<file path="src/rtl/fuel_gauge_ctrl_pkg.sv">
// Purpose: shared types and constants for the fuel gauge: FSM state enum, sprite frame codes, level thresholds.
// Latency: none; this file holds types, constants and one pure function.
// Backpressure: none.
package fuel_gauge_ctrl_pkg;

  typedef enum logic [1:0] {
    ST_NORMAL = 2'd0,
    ST_EMPTY  = 2'd1,
    ST_REFILL = 2'd2
  } fuel_state_e;

  typedef logic [1:0] frame_sel_t;

  localparam frame_sel_t FRAME_FULL = 2'd0;
  localparam frame_sel_t FRAME_3Q   = 2'd1;
  localparam frame_sel_t FRAME_HALF = 2'd2;
  localparam frame_sel_t FRAME_LOW  = 2'd3;

  localparam logic [7:0] LVL_3Q   = 8'd192;
  localparam logic [7:0] LVL_HALF = 8'd128;
  localparam logic [7:0] LVL_LOW  = 8'd64;

  localparam logic [7:0] FUEL_MAX = 8'd255;
  localparam logic [5:0] PEND_MAX = 6'd63;

  function automatic frame_sel_t level_to_frame(input logic [7:0] lvl);
    if (lvl >= LVL_3Q)   return FRAME_FULL;
    if (lvl >= LVL_HALF) return FRAME_3Q;
    if (lvl >= LVL_LOW)  return FRAME_HALF;
    return FRAME_LOW;
  endfunction

endpackage

</file>
<file path="src/rtl/fuel_gauge_ctrl_if.sv">
// Purpose: bundles the gauge's raster inputs, fuel events and sprite/status outputs.
// Latency: none; this interface holds wires only.
// Backpressure: none. master = video timing / game logic side, slave = fuel_gauge_ctrl.
interface fuel_gauge_ctrl_if;
  import fuel_gauge_ctrl_pkg::*;

  logic [9:0] DrawX;
  logic [9:0] DrawY;
  logic       blank;
  logic       consume;
  logic       refill;
  logic [9:0] rom_address;
  frame_sel_t frame_sel;
  logic       pixel_valid;
  logic [7:0] fuel_level;
  logic       fuel_empty;
  logic       refilling;

  modport master (
    output DrawX, DrawY, blank, consume, refill,
    input  rom_address, frame_sel, pixel_valid, fuel_level, fuel_empty, refilling
  );

  modport slave (
    input  DrawX, DrawY, blank, consume, refill,
    output rom_address, frame_sel, pixel_valid, fuel_level, fuel_empty, refilling
  );
endinterface

</file>
<file path="src/rtl/fuel_gauge_ctrl_sprite_addr_gen.sv">
// Purpose: gauge window detect and counter-based sprite ROM address generation.
// Latency: rom_address is combinational from the current pixel; pixel_valid is 1 cycle later to match ROM q.
// Backpressure: none; follows the raster. Ports: vga_clk, reset_n, draw_x/draw_y/blank in, rom_address/pixel_valid out.
module sprite_addr_gen
  import fuel_gauge_ctrl_pkg::*;
#(
  parameter logic [9:0] GAUGE_X = 10'd560,
  parameter logic [9:0] GAUGE_Y = 10'd16,
  parameter int         SPR_W   = 44,
  parameter int         SPR_H   = 22,
  parameter int         SCALE   = 2
) (
  input  logic       vga_clk,
  input  logic       reset_n,
  input  logic [9:0] draw_x,
  input  logic [9:0] draw_y,
  input  logic       blank,
  output logic [9:0] rom_address,
  output logic       pixel_valid
);

  localparam logic [10:0] X_END    = 11'(GAUGE_X) + 11'(SPR_W * SCALE);
  localparam logic [10:0] Y_END    = 11'(GAUGE_Y) + 11'(SPR_H * SCALE);
  localparam logic [1:0]  SUB_LAST = 2'(SCALE - 1);
  localparam logic [9:0]  ROW_STEP = 10'(SPR_W);

  logic [9:0] tex_col_q, tex_col_d;
  logic [1:0] sub_x_q, sub_x_d;
  logic [1:0] sub_y_q, sub_y_d;
  logic [9:0] row_base_q, row_base_d;
  logic       synced_q, synced_d;
  logic       pixel_valid_q, pixel_valid_d;

  logic       x_in, y_in, win_ok;
  logic       col_clr, row_clr, row_adv;
  logic [9:0] col_cur;
  logic [1:0] sub_x_cur;

  always_comb begin
    x_in    = ({1'b0, draw_x} >= {1'b0, GAUGE_X}) && ({1'b0, draw_x} < X_END);
    y_in    = ({1'b0, draw_y} >= {1'b0, GAUGE_Y}) && ({1'b0, draw_y} < Y_END);
    col_clr = (draw_x == GAUGE_X);
    row_clr = (draw_y == GAUGE_Y) && (draw_x == 10'd0);
    row_adv = (draw_x == 10'd0) && y_in && !row_clr;

    // Clears act on the pixel they occur on, so the "current" values feed
    // the address in the same cycle and the _d values are what follows.
    col_cur   = col_clr ? 10'd0 : tex_col_q;
    sub_x_cur = col_clr ? 2'd0  : sub_x_q;
    tex_col_d = col_cur;
    sub_x_d   = sub_x_cur;
    if (x_in) begin
      if (sub_x_cur == SUB_LAST) begin
        sub_x_d   = 2'd0;
        tex_col_d = col_cur + 10'd1;
      end else begin
        sub_x_d = sub_x_cur + 2'd1;
      end
    end

    // Row state changes only at column 0, so the _d value is valid for the
    // whole screen row and is used directly as the current row_base.
    sub_y_d    = sub_y_q;
    row_base_d = row_base_q;
    if (row_clr) begin
      sub_y_d    = 2'd0;
      row_base_d = 10'd0;
    end else if (row_adv) begin
      if (sub_y_q == SUB_LAST) begin
        sub_y_d    = 2'd0;
        row_base_d = row_base_q + ROW_STEP;
      end else begin
        sub_y_d = sub_y_q + 2'd1;
      end
    end

    // After reset the counters are meaningless until the first row clear.
    synced_d      = synced_q | row_clr;
    win_ok        = x_in && y_in && synced_d;
    rom_address   = win_ok ? (row_base_d + col_cur) : 10'd0;
    pixel_valid_d = blank && win_ok;
  end

  always_ff @(posedge vga_clk or negedge reset_n) begin
    if (!reset_n) begin
      tex_col_q     <= 10'd0;
      sub_x_q       <= 2'd0;
      sub_y_q       <= 2'd0;
      row_base_q    <= 10'd0;
      synced_q      <= 1'b0;
      pixel_valid_q <= 1'b0;
    end else begin
      tex_col_q     <= tex_col_d;
      sub_x_q       <= sub_x_d;
      sub_y_q       <= sub_y_d;
      row_base_q    <= row_base_d;
      synced_q      <= synced_d;
      pixel_valid_q <= pixel_valid_d;
    end
  end

  assign pixel_valid = pixel_valid_q;

endmodule

</file>
<file path="src/rtl/fuel_gauge_ctrl.sv">
// Purpose: fuel level FSM (NORMAL/EMPTY/REFILL) updated once per frame, plus sprite addressing for the gauge.
// Latency: fuel outputs change one cycle after the frame boundary pixel; pixel_valid 1 cycle after the pixel.
// Backpressure: none; consume/refill are single-cycle pulses. Ports: vga_clk, reset_n, bus (slave modport).
module fuel_gauge_ctrl
  import fuel_gauge_ctrl_pkg::*;
#(
  parameter logic [9:0] GAUGE_X      = 10'd560,
  parameter logic [9:0] GAUGE_Y      = 10'd16,
  parameter int         SPR_W        = 44,
  parameter int         SPR_H        = 22,
  parameter int         SCALE        = 2,
  parameter logic [7:0] CONSUME_STEP = 8'd4,
  parameter logic [7:0] REFILL_STEP  = 8'd8
) (
  input  logic               vga_clk,
  input  logic               reset_n,
  fuel_gauge_ctrl_if.slave   bus
);

  fuel_state_e state_q, state_d;
  logic [7:0]  fuel_q, fuel_d;
  frame_sel_t  frame_sel_q, frame_sel_d;
  logic [5:0]  pend_q, pend_d;
  logic        refill_req_q, refill_req_d;
  logic        fuel_empty_q, fuel_empty_d;
  logic        refilling_q, refilling_d;

  logic        boundary;
  logic        req_acc;
  logic [5:0]  pend_acc;
  logic [13:0] drain;
  logic [8:0]  topped;

  sprite_addr_gen #(
    .GAUGE_X (GAUGE_X),
    .GAUGE_Y (GAUGE_Y),
    .SPR_W   (SPR_W),
    .SPR_H   (SPR_H),
    .SCALE   (SCALE)
  ) u_addr_gen (
    .vga_clk     (vga_clk),
    .reset_n     (reset_n),
    .draw_x      (bus.DrawX),
    .draw_y      (bus.DrawY),
    .blank       (bus.blank),
    .rom_address (bus.rom_address),
    .pixel_valid (bus.pixel_valid)
  );

  always_comb begin
    boundary = (bus.DrawX == 10'd0) && (bus.DrawY == 10'd0);

    // Pulses on the boundary cycle itself count toward that boundary.
    // A refill in the same cycle swallows the consume; pend_q is always 0
    // outside NORMAL, so gating on state keeps it there.
    req_acc  = refill_req_q | bus.refill;
    pend_acc = pend_q;
    if ((state_q == ST_NORMAL) && bus.consume && !bus.refill && (pend_q != PEND_MAX)) begin
      pend_acc = pend_q + 6'd1;
    end

    drain  = 14'(pend_acc) * 14'(CONSUME_STEP);
    topped = {1'b0, fuel_q} + {1'b0, REFILL_STEP};

    state_d      = state_q;
    fuel_d       = fuel_q;
    frame_sel_d  = frame_sel_q;
    pend_d       = pend_acc;
    refill_req_d = req_acc;
    fuel_empty_d = fuel_empty_q;
    refilling_d  = refilling_q;

    if (boundary) begin
      pend_d       = 6'd0;
      refill_req_d = 1'b0;
      // A pending refill request always wins and leaves the level untouched
      // on the boundary where REFILL is entered.
      if (req_acc) begin
        state_d = ST_REFILL;
      end else begin
        case (state_q)
          ST_NORMAL: begin
            if (drain >= {6'd0, fuel_q}) begin
              fuel_d  = 8'd0;
              state_d = ST_EMPTY;
            end else begin
              fuel_d = fuel_q - drain[7:0];
            end
          end
          ST_REFILL: begin
            if (topped >= {1'b0, FUEL_MAX}) begin
              fuel_d  = FUEL_MAX;
              state_d = ST_NORMAL;
            end else begin
              fuel_d = topped[7:0];
            end
          end
          default: begin
            state_d = state_q;
          end
        endcase
      end
      frame_sel_d  = level_to_frame(fuel_d);
      fuel_empty_d = (state_d == ST_EMPTY);
      refilling_d  = (state_d == ST_REFILL);
    end
  end

  always_ff @(posedge vga_clk or negedge reset_n) begin
    if (!reset_n) begin
      state_q      <= ST_NORMAL;
      fuel_q       <= FUEL_MAX;
      frame_sel_q  <= FRAME_FULL;
      pend_q       <= 6'd0;
      refill_req_q <= 1'b0;
      fuel_empty_q <= 1'b0;
      refilling_q  <= 1'b0;
    end else begin
      state_q      <= state_d;
      fuel_q       <= fuel_d;
      frame_sel_q  <= frame_sel_d;
      pend_q       <= pend_d;
      refill_req_q <= refill_req_d;
      fuel_empty_q <= fuel_empty_d;
      refilling_q  <= refilling_d;
    end
  end

  assign bus.fuel_level = fuel_q;
  assign bus.frame_sel  = frame_sel_q;
  assign bus.fuel_empty = fuel_empty_q;
  assign bus.refilling  = refilling_q;

endmodule

</file>
<file path="src/flat_wrapper.sv">
// flat-port wrapper written by rule: the top's interface ports become plain ports
module fuel_gauge_ctrl_flat import fuel_gauge_ctrl_pkg::*;
#(
  parameter logic [9:0] GAUGE_X      = 10'd560,
  parameter logic [9:0] GAUGE_Y      = 10'd16,
  parameter int         SPR_W        = 44,
  parameter int         SPR_H        = 22,
  parameter int         SCALE        = 2,
  parameter logic [7:0] CONSUME_STEP = 8'd4,
  parameter logic [7:0] REFILL_STEP  = 8'd8
)
  (vga_clk, reset_n, bus_DrawX, bus_DrawY, bus_blank, bus_consume, bus_refill, bus_rom_address, bus_frame_sel, bus_pixel_valid, bus_fuel_level, bus_fuel_empty, bus_refilling);
  fuel_gauge_ctrl_if bus_i ();
  input  logic vga_clk;
  input  logic reset_n;
  input wire logic [$bits(bus_i.DrawX)-1:0] bus_DrawX;
  input wire logic [$bits(bus_i.DrawY)-1:0] bus_DrawY;
  input wire logic [$bits(bus_i.blank)-1:0] bus_blank;
  input wire logic [$bits(bus_i.consume)-1:0] bus_consume;
  input wire logic [$bits(bus_i.refill)-1:0] bus_refill;
  output wire logic [$bits(bus_i.rom_address)-1:0] bus_rom_address;
  output wire logic [$bits(bus_i.frame_sel)-1:0] bus_frame_sel;
  output wire logic [$bits(bus_i.pixel_valid)-1:0] bus_pixel_valid;
  output wire logic [$bits(bus_i.fuel_level)-1:0] bus_fuel_level;
  output wire logic [$bits(bus_i.fuel_empty)-1:0] bus_fuel_empty;
  output wire logic [$bits(bus_i.refilling)-1:0] bus_refilling;
  assign bus_i.DrawX = bus_DrawX;
  assign bus_i.DrawY = bus_DrawY;
  assign bus_i.blank = bus_blank;
  assign bus_i.consume = bus_consume;
  assign bus_i.refill = bus_refill;
  assign bus_rom_address = bus_i.rom_address;
  assign bus_frame_sel = bus_i.frame_sel;
  assign bus_pixel_valid = bus_i.pixel_valid;
  assign bus_fuel_level = bus_i.fuel_level;
  assign bus_fuel_empty = bus_i.fuel_empty;
  assign bus_refilling = bus_i.refilling;
  fuel_gauge_ctrl #(.GAUGE_X(GAUGE_X), .GAUGE_Y(GAUGE_Y), .SPR_W(SPR_W), .SPR_H(SPR_H), .SCALE(SCALE), .CONSUME_STEP(CONSUME_STEP), .REFILL_STEP(REFILL_STEP)) u_core (.vga_clk(vga_clk), .reset_n(reset_n), .bus(bus_i));
endmodule
</file>
<file path="config.mk">
export PLATFORM = sky130hd
export DESIGN_NAME = fuel_gauge_ctrl_flat
export DESIGN_NICKNAME = d
export VERILOG_FILES = /design/src/rtl/fuel_gauge_ctrl_pkg.sv /design/src/rtl/fuel_gauge_ctrl_if.sv /design/src/rtl/fuel_gauge_ctrl_sprite_addr_gen.sv /design/src/rtl/fuel_gauge_ctrl.sv /design/src/flat_wrapper.sv
export SDC_FILE = /design/constraint.sdc
export NUM_CORES = 1
export LEC_CHECK = 0
export ABC_AREA = 1
export CELL_PAD_IN_SITES_DETAIL_PLACEMENT = 1
export CELL_PAD_IN_SITES_GLOBAL_PLACEMENT = 2
export CORE_MARGIN = 3
export CORE_UTILIZATION = 32
export DETAILED_ROUTE_END_ITERATION = 8
export GPL_TIMING_DRIVEN = 0
export MAX_ROUTING_LAYER = met4
export PLACE_DENSITY_LB_ADDON = 0.1
export SLEW_MARGIN = 25
export SYNTH_ARGS = -nofsm -noshare
export SYNTH_HDL_FRONTEND = slang
export SYNTH_HIERARCHICAL = 1
export SYNTH_SLANG_ARGS = --single-unit
export TNS_END_PERCENT = 1
</file>
<file path="constraint.sdc">
create_clock -name vga_clk -period 3.2 [get_ports vga_clk]
set_clock_uncertainty 0.1 [all_clocks]
set_input_delay 0.32 -clock vga_clk [delete_from_list [all_inputs] [get_ports vga_clk]]
set_output_delay 0.32 -clock vga_clk [all_outputs]
set_load 0.02 [all_outputs]
</file>
==> results.toml, run 1 <==
[layout]
mostFrequentLayoutCells = "113 x nand2_1, 82 x inv_1, 45 x buf_4"
drive_above_1_share = 0.318
utilization = 0.456
syn2layout_area_growth_pct = 38.5
nets = 672
antennaDiodeCount = 0
layout_commonest_cell = "nand2_1"

[clock_tree]
cts_tree = "yes"
clk_pin_slew_worst_paths_ns = 0.07
clock_sinks = 47
cts_max_path_buffers = 2
clk_latency_ns = 0.30
cts_max_level = 2
cts_inserted_buffers = 5
cts_root_buffer = "clkbuf_16"

[route]
routedWlPerCell_um = 15.1
wl_um = 11700
final_antenna_net_count = 0
dr.pass1.iters = 4
vias_per_cell = 4.80
vias = 3703
drc = 0
drt-initial-drc-count = 116

[sta]
maxSlewHeadroom = 0.554
tightest_slew_ns = 0.669
setup_violations = 4
rsz0062_at_grt = "true"
post-route-period-util = 1.03
maxSlewViolCount = 0
min_period_ns = 3.30
hold_violations = 0
fmax_mhz = 303
setup_ws_ns = -0.0955

[yosys]
ys_warn_count = 6
synth-seq-cells = 47
synth_edf_count = 0
synth_area_um2 = 3780
ys.flop_type = "dfrtp_1"
syn_avg_cell_area_um2 = 7.13
syn_inst = 530
yosysSeqAreaShare = 0.314
synth.distinct_cells = 42
async_reset_ff_frac = 1.00
syn_nets = 574

[place]
gp_congestion = 0.838
hpwlAfterDp_um = 8520
pre_cts_slack_ns = -1.18
portBuffers = 47

[floorplan]
core_area_um2 = 11500
chipWidth_um = 115
initial_utilization = 0.330
rows = 39
ioPinCount = 48
die_h_um = 115
die_area_um2 = 13200

[setup_path]
required_ns = 2.78
cp_max_fo = 4
endpoint_kind = "output pin"
crit_path_end = "bus_rom_address[9]"
worstSetupPathType = "in -> out"
r2r_cells = 19
r2r-end = "u_core/bus.refilling$_DFFE_PN0P_"
r2r_start = "u_core/pend_q[1]$_DFF_PN0_"
startpoint_type = "input pin"
regToRegSetupSlack_ns = 0.21
arrival_ns = 2.88
cp-startpoint = "bus_DrawY[8]"

[job]
max_cap_viol_count = 0

[run_status]
violations = "negative setup slack"
status = "finished with violations"

[hold_path]
whs_path_depth = 1
hp-class = "reg -> reg"

[global_routing]
antenna_found_initial = 0
gr-usage-all-layers = 0.189
grt_pass1_vias = 4069
grt_max_degree = 48
grt_pass1_wl_um = 19300
gr-total-overflow = 0

[power_and_ir_drop]
p_per_area_nw_per_um2 = 353
p_leak_nw = 2.56
vdd_drop_max_mv = 0.368
[how the worst min path moves through the flow]
stage                                              start                              endpoint  slack, ns
floorplan                                        reset_n   u_core/bus.frame_sel[0]$_DFFE_PN0P_      -0.08
global placement    u_core/u_addr_gen/synced_q$_DFF_PN0_  u_core/u_addr_gen/synced_q$_DFF_PN0_       0.37
CTS                 u_core/u_addr_gen/synced_q$_DFF_PN0_  u_core/u_addr_gen/synced_q$_DFF_PN0_       0.39
finish              u_core/u_addr_gen/synced_q$_DFF_PN0_  u_core/u_addr_gen/synced_q$_DFF_PN0_       0.39
global route        u_core/u_addr_gen/synced_q$_DFF_PN0_  u_core/u_addr_gen/synced_q$_DFF_PN0_       0.41
detailed placement                               reset_n            u_core/pend_q[0]$_DFF_PN0_       0.31
[power by group]
group	switching (mW)	internal, mW	total, mW
combinational	0.288	0.214	0.502
clock	0.248	0.449	0.697
sequential	0.0169	0.632	0.649
total	0.552	1.30	1.85
[kinds of logic after synthesis]
group,synth area share
simple gates,0.384
flops,0.314
compound gates,0.0884
fa+ha+maj,0.0649
buf+inv,0.102
xor+xnor,0.0463
[synthesized netlist by cell type, types with 8 or more instances]
cell type,instances,share of area
xor2_1,13,0.030
dfstp_2,8,0.056
nand2_1,124,0.12
nor2_1,40,0.040
nand3_1,29,0.038
ha_1,18,0.060
o21ai_0,20,0.026
inv_1,94,0.093
dfrtp_1,39,0.26
nor3_1,9,0.012
a21oi_1,20,0.026
nand3_2,9,0.024
o21ai_1,11,0.015
nor2_2,9,0.015
nand2_2,20,0.033
[layer usage]
layer  vias to the layer above  share of wire  GRT usage
li1                       1870              -          -
met1                      1790           0.40      0.199
met2                        33           0.57      0.370
met3                        10          0.020     0.0248
met4                         0          0.011     0.0380
met5                         -              0          -
[timing repair]
action	CTS	global route
gates resized for setup	146	19
setup buffers	35	8
endpoints found under the setup margin	9	21
hold buffers	1	0
gates cloned	0	0
hold endpoints to repair	10	0
pin swaps	39	19
[flip-flops by register name (all words and copies together) (netlist names), 2 cells and up]
register and flops:
u_core/u_addr_gen/row_base_q 10, u_core/u_addr_gen/tex_col_q 10, u_core/pend_q 6, u_core/state_q 2, u_core/bus.fuel_level 8, u_core/u_addr_gen/sub_x_q 2
u_core/u_addr_gen/sub_y_q 2, u_core/bus.frame_sel 2
[critical path, stage by stage]
cell,delay [ns]
clkdlybuf4s15_1,0.18
inv_1,0.07
nand2_2,0.08
nor2_4,0.13
nand3_4,0.11
nor2_4,0.15
nand4_4,0.14
buf_4,0.18
o21ai_2,0.12
nand2_1,0.08
nand2_2,0.08
nor2_4,0.05
ha_4,0.29
nand4_1,0.13
o311a_1,0.35
nand3_1,0.08
nand2_1,0.07
nor2_2,0.13
buf_6,0.13
[stage by stage]
step | setup TNS (ns) | total power, mW | std cells | hold WS [ns] | area (µm²)
after floorplan | 0 | 0.940 | 530 | -0.0756 | 3780
after global placement | -7.60 | 1.05 | 720 | 0.368 | 4430
after detailed placement | -8.28 | 1.06 | 720 | 0.307 | 4430
after CTS | -0.146 | 1.84 | 764 | 0.391 | 5090
after global routing | -1.18 | 1.97 | 772 | 0.408 | 5230
final | -0.171 | 1.85 | 772 | 0.389 | 5230
[cell type report]
type | instances | area [µm²]
inverter | 101 | 389
multi-input combinational | 381 | 2510
buffer | 1 | 3.75
clock buffer | 6 | 129
timing repair buffer | 91 | 773
tap | 143 | 179
sequential | 47 | 1190
clock inverter | 2 | 60.1
fill | 1404 | 6230
(Power assumes the default switching activity.)
==> run 2, diff against run 1 <==
--- a/config.mk
+++ b/config.mk
@@ -14,6 +14,7 @@
 export GPL_TIMING_DRIVEN = 0
 export MAX_ROUTING_LAYER = met4
 export PLACE_DENSITY_LB_ADDON = 0.1
+export REMOVE_ABC_BUFFERS = 1
 export SLEW_MARGIN = 25
 export SYNTH_ARGS = -nofsm -noshare
 export SYNTH_HDL_FRONTEND = slang
==> run 2 against run 1 <==
Compared with the run above:
- the run still ends with negative setup slack left
- critical path type is now reg -> out
- count of clock-buffer cells in the layout down 1
- setup slack got worse by 0.014 ns
- register-to-register slack better by 0.04 ns
- clock power barely moved
- cell count fell by 0.13%
- combinational power decreased by 1%
- hold slack gained 0.0097 ns
- die area stayed put
- highest routed layer unchanged
- global-route usage is 0.44 points lower
- sequential cell count unchanged
- sequential share of layout area rose by 0.087 points
==> results.toml, run 2 (synthesis gave the netlist of run 1 again) <==
[run_status]
status = "finished with violations"
violations = "negative setup slack"

[sta]
fmax_mhz = 302
fin_tns_setup_ns = -0.178
rsz0062_at_grt = "true"
hold_violations = 0
setup_ws_ns = -0.109
post-route-period-util = 1.03
setup_violations = 3
maxSlewViolCount = 0
min_period_ns = 3.31
tightest_slew_ns = 0.640
maxSlewHeadroom = 0.574

[place]
hpwlAfterDp_um = 8440
portBuffers = 47
placed_area_um2 = 4420
gp_congestion = 0.804
dp.cells = 719

[route]
dr.pass1.iters = 4
wl_um = 11300
routedWlPerCell_um = 14.7
final_antenna_net_count = 0
drc = 0
vias_per_cell = 4.77
vias = 3681
drt-initial-drc-count = 120

[clock_tree]
clk_pin_slew_worst_paths_ns = 0.07
cts_max_path_buffers = 2
cts_tree = "yes"
clock_sinks = 47
clk_latency_ns = 0.30
cts_root_buffer = "clkbuf_16"
cts_inserted_buffers = 5
cts_max_level = 2

[layout]
drive_above_1_share = 0.318
mostFrequentLayoutCells = "116 x nand2_1, 84 x inv_1, 47 x buf_4"
nets = 671
multi_input_area_um2 = 2500
final_area_um2 = 5210
syn2layout_area_growth_pct = 37.9
final_cells = 771
utilization = 0.455
antennaDiodeCount = 0
fillers = 1397
layout_commonest_cell = "nand2_1"
seqCellArea_um2 = 1190

[job]
max_cap_viol_count = 0

[setup_path]
r2r-end = "u_core/bus.refilling$_DFFE_PN0P_"
slowest_stage = "dfrtp_1"
r2r_cells = 19
regToRegSetupSlack_ns = 0.25
r2r_start = "u_core/pend_q[1]$_DFF_PN0_"
required_ns = 2.78
arrival_ns = 2.89
crit_family = "simple AND/OR/NAND/NOR gates"
critPathMaxStageDelay_ns = 0.39
path_cells = "buf_4 -> buf_4 -> o21ai_1 -> nand2_1 -> nand3_2 -> xor2_1 -> nor2_2 -> ha_1 -> buf_6 -> nand4_1 -> o311a_1 -> nand3_1 -> nand2_1 -> nor2_2 -> buf_6"
startpoint_type = "flip-flop"
endpoint_kind = "output pin"
cp_max_fo = 3
crit_buf_inv = 4
worstSetupPathType = "reg -> out"

[global_routing]
grt_pass1_wl_um = 18800
grt_max_degree = 48
antenna_found_initial = 0
grt_pass1_vias = 4024
gr-usage-all-layers = 0.184
gr-total-overflow = 0

[power_and_ir_drop]
switching_share = 0.297
internal_power_mw = 1.29
vdd_drop_max_mv = 0.253
p_leak_nw = 2.56
p_switching_mw = 0.545
finalPower_mw = 1.84
power_frac_clock = 0.377
pwr-share-comb = 0.270
pwr-share-seq = 0.353
p_per_area_nw_per_um2 = 353

[floorplan]
rows = 39
chipWidth_um = 115
die_h_um = 115
die_area_um2 = 13200
core_area_um2 = 11500
initial_utilization = 0.330
ioPinCount = 48

[hold_path]
min_from = "u_core/bus.fuel_empty$_DFFE_PN0P_"
hp-class = "reg -> reg"
holdPathEnd = "u_core/bus.fuel_empty$_DFFE_PN0P_"
whs_path_depth = 2
-- run 2: cell count changes in the layout (fill, tap and decap cells not counted), sizes merged --
cell,before,now
buf,55,54
clkbuf,7,8
clkdlybuf4s15,9,8
clkinvlp,0,1
dlygate4sd2,7,6
-- run 2: stage by stage --
stage / setup WS, ns / hold WS [ns]
3_5_place_dp: -1.23 / 0.283
2_1_floorplan: 0.220 / -0.0756
5_1_grt: -0.274 / 0.428
4_1_cts: -0.106 / 0.390
3_3_place_gp: -1.17 / 0.368
6_report: -0.109 / 0.398
-- run 2: power by group through the flow --
stage / Combinational (mW) / Sequential [mW] / Clock, mW
floorplan: 0.284 / 0.656 / 0
global placement: 0.389 / 0.659 / 0
detailed placement: 0.398 / 0.659 / 0
CTS: 0.471 / 0.649 / 0.714
global route: 0.568 / 0.654 / 0.746
finish: 0.495 / 0.649 / 0.694
-- run 2: area by class of cell --
type	instances	share of cell area
timing repair buffer	91	0.146
clock buffer	5	0.0240
clock inverter	3	0.0130
multi-input combinational	381	0.480
sequential	47	0.228
tap	143	0.0343
inverter	101	0.0751
-- run 2: worst max-delay path by stage --
stage,slack [ns],cells after the start,startpoint,end
4_1_cts,-0.11,19,u_core/u_addr_gen/row_base_q[2]$_DFF_PN0_,bus_rom_address[9]
5_1_grt,-0.27,22,bus_DrawY[5],bus_rom_address[9]
3_3_place_gp,-1.17,19,bus_DrawX[3],bus_rom_address[7]
3_5_place_dp,-1.23,19,bus_DrawX[3],bus_rom_address[7]
6_report,-0.11,15,u_core/u_addr_gen/row_base_q[4]$_DFF_PN0_,bus_rom_address[9]
2_1_floorplan,0.22,20,bus_DrawY[9],bus_rom_address[9]
-- run 2: worst register-to-register path, cell delays in order (launching register included) --
cell,delay (ns)
dfrtp_1,0.42
ha_1,0.23
nand3_1,0.11
nor2_1,0.06
nor2_2,0.18
nand2_1,0.14
nor3_4,0.18
nand3_1,0.11
xor2_1,0.24
ha_1,0.29
inv_1,0.14
o21bai_1,0.10
inv_1,0.07
nand2_2,0.06
nand2_1,0.07
nand2_2,0.06
nand2_2,0.10
nand2_2,0.08
nand2_1,0.08
inv_1,0.04
-- run 2: what timing repair did --
item                                    4_1_cts  5_1_grt
hold buffers                                  1        0
buffers inserted                             38        5
resized for setup                           130       38
endpoints found under the setup margin       10       17
pin swaps                                    37       24
endpoints found under the hold margin        39        0
-- run 2: routing by layer --
metal  routed length (µm)  vias up  track usage
met4                  214        0       0.0467
met3                  272       14       0.0338
li1                     -     1872            -
met5                    0        -            -
met1                 4590     1760        0.196
met2                 6260       35        0.349
==> run 3, diff against run 2 <==
--- a/config.mk
+++ b/config.mk
@@ -5,11 +5,10 @@
 export SDC_FILE = /design/constraint.sdc
 export NUM_CORES = 1
 export LEC_CHECK = 0
-export ABC_AREA = 1
 export CELL_PAD_IN_SITES_DETAIL_PLACEMENT = 1
 export CELL_PAD_IN_SITES_GLOBAL_PLACEMENT = 2
 export CORE_MARGIN = 3
-export CORE_UTILIZATION = 32
+export CORE_UTILIZATION = 34
 export DETAILED_ROUTE_END_ITERATION = 8
 export GPL_TIMING_DRIVEN = 0
 export MAX_ROUTING_LAYER = met4
==> run 3 against run 2 <==
Compared with the run above:
- the run still ends with negative setup slack left
- core utilization up 0.78 points
- setup slack worse by 0.68 ns
- combinational power up 46%
- die area down 16%
- via count down 18%
- sequential share of layout area up 4.5 points
- count of clock-buffer cells in the layout unchanged
- cell count down 26%
- first-iteration DRC count up 5.8%
- largest power group is now combinational logic
- sequential cell count unchanged
==> results.toml, run 3 <==
[place]
portBuffers = 47
placed_area_um2 = 3910
gp_congestion = 0.826
hpwlAfterDp_um = 7130

[setup_path]
worstSetupPathType = "in -> out"
arrival_ns = 3.57
startpoint_type = "input pin"
endpoint_kind = "output pin"
cp_max_fo = 3
cpMostUsedCell = "or3_4"
critPathMaxStageDelay_ns = 0.54
path_cells = "buf_6 -> or4_4 -> or3_4 -> or3_4 -> and2_4 -> ha_4 -> fa_2 -> a21o_1 -> a21oi_2 -> o21ai_2 -> o41ai_2 -> xor2_1 -> nor2_1 -> buf_4"
slowest_stage = "or4_4"
required_ns = 2.78

[power_and_ir_drop]
vdd_drop_max_mv = 0.198
p_per_area_nw_per_um2 = 436
p_leak_nw = 1.84

[sta]
rsz0062_at_grt = "true"
setup_violations = 14
tightest_slew_ns = 0.908
maxSlewHeadroom = 0.392
fin_tns_setup_ns = -5.57
min_period_ns = 3.99
post-route-period-util = 1.25
fmax_mhz = 251
maxSlewViolCount = 0
hold_violations = 0
worst_hold_slack_ns = 0.369
setup_ws_ns = -0.786

[yosys]
synth-seq-cells = 47
synth_top_area_frac = 0.291
synthTopCellsByCount = "53 x nor2_1, 39 x dfrtp_1, 29 x nand2_1"
syn_inst = 378
yosysMostFrequentCell = "nor2_1"
synth_edf_count = 0
async_reset_ff_frac = 1.00
syn_avg_cell_area_um2 = 8.86
synth_area_leaders = "dfrtp_1 29%, ha_1 6.7%, dfstp_2 6.3%"
ys_warn_count = 6
yosysTopAreaCell = "dfrtp_1"
synth.distinct_cells = 66
yosysSeqAreaShare = 0.354
synth_area_um2 = 3350
ys.flop_type = "dfrtp_1"

[route]
drt-initial-drc-count = 127
routedWlPerCell_um = 17.3
vias_per_cell = 5.28
drc = 0
dr.pass1.iters = 5
vias = 3016
final_antenna_net_count = 0
wl_um = 9850

[layout]
syn2layout_area_growth_pct = 29.9
layout_commonest_cell = "nor2_1"
nets = 485
final_area_um2 = 4350
mostFrequentLayoutCells = "49 x nor2_1, 37 x dfrtp_1, 27 x clkdlybuf4s50_1, 27 x nand2_1, 24 x buf_4"
antennaDiodeCount = 0
drive_above_1_share = 0.251

[clock_tree]
clk_latency_ns = 0.31
clock_sinks = 47
cts_max_level = 2
clk_pin_slew_worst_paths_ns = 0.10
cts_root_buffer = "clkbuf_8"
cts_tree = "yes"
cts_max_path_buffers = 2
cts_inserted_buffers = 5

[floorplan]
rows = 35
ioPinCount = 48
initial_utilization = 0.356
die_h_um = 105
core_area_um2 = 9420
die_area_um2 = 11100
chipWidth_um = 105

[global_routing]
grt_max_degree = 48
gr-total-overflow = 0
gr-usage-all-layers = 0.192
grt_pass1_vias = 3258
grt_pass1_wl_um = 16900
antenna_found_initial = 0

[run_status]
status = "finished with violations"
violations = "negative setup slack"

[job]
max_cap_viol_count = 0

[hold_path]
hp-class = "reg -> reg"
==> run 3: changes by cell type after synthesis, moves of 10 or more <==
cell and delta:
and2_1 +13, inv_1 -77, nand2_1 -95, nand2_2 -20, nand3_1 -10, nor2_1 +13, o21ai_1 -10, xnor2_1 +11
==> run 3: per-layer routing <==
metal	track usage	up-vias	part of all wire
met5	-	-	0
met4	0.0262	0	0.0063
li1	-	1481	-
met3	0.0380	6	0.036
met1	0.278	1478	0.51
met2	0.286	51	0.45
==> run 3: power breakdown <==
group / internal, mW / switching [mW] / total, mW
sequential: 0.654 / 0.0650 / 0.719
clock: 0.233 / 0.227 / 0.460
combinational: 0.330 / 0.391 / 0.721
==> run 3: cells by family after synthesis <==
group | after synthesis | synth area share
simple gates | 167 | 0.266
compound gates | 80 | 0.160
flops | 47 | 0.354
xor+xnor | 30 | 0.0784
buf+inv | 28 | 0.0400
fa+ha+maj | 22 | 0.0825
mux | 4 | 0.0190
==> run 3: final timing paths <==
| path | from | end | slack, ns | cells past startpoint |
|---|---|---|---|---|
| max | bus_DrawY[6] | bus_rom_address[8] | -0.79 | 14 |
| max reg2reg | u_core/state_q[1]$_DFFE_PN0P_ | u_core/bus.fuel_level[7]$_DFFE_PN1P_ | -0.39 | 12 |
| min in group asynchronous | reset_n | u_core/u_addr_gen/row_base_q[9]$_DFF_PN0_ | 0.46 | 2 |
| max in group asynchronous | reset_n | u_core/state_q[0]$_DFFE_PN0P_ | 2.07 | 2 |
| min | u_core/u_addr_gen/synced_q$_DFF_PN0_ | u_core/u_addr_gen/synced_q$_DFF_PN0_ | 0.37 | 2 |
| min reg2reg | u_core/u_addr_gen/synced_q$_DFF_PN0_ | u_core/u_addr_gen/synced_q$_DFF_PN0_ | 0.37 | 2 |
==> run 3: repair_timing <==
item                                    CTS  global route
endpoints found under the setup margin   22            22
endpoints found under the hold margin    39             0
setup buffers                            17             2
hold buffers                              1             0
resized for setup                       106            10
pin swaps                                28             8
==> run 3: final cells by class <==
cell class | instances | area, µm²
clock inverters | 3 | 43.8
flip-flops and latches | 47 | 1190
inverters | 17 | 63.8
fillers | 1101 | 5060
multi-input cells | 303 | 2250
well taps | 129 | 161
repair buffers | 67 | 578
clock buffers | 5 | 68.8
==> run 3: per-stage QoR <==
step                      setup slack [ns]  power (mW)  std cells  utilization
after global routing                -0.889        2.04        571        0.462
final                               -0.786        1.90        571        0.462
after floorplan                     -0.806        1.17        367            -
after global placement               -2.12        1.35        543        0.416
after detailed placement             -2.20        1.36        543        0.415
after CTS                           -0.843        1.90        569        0.457
==> run 3: worst max-delay path, delay by kind of cell <==
kind / cells / cell delay (ns)
XOR/XNOR: 1 / 0.19
adder cells (fa/ha/maj): 2 / 0.55
AO/OA/AOI/OAI: 4 / 0.66
buffers and inverters: 2 / 0.25
AND/OR/NAND/NOR: 5 / 1.58
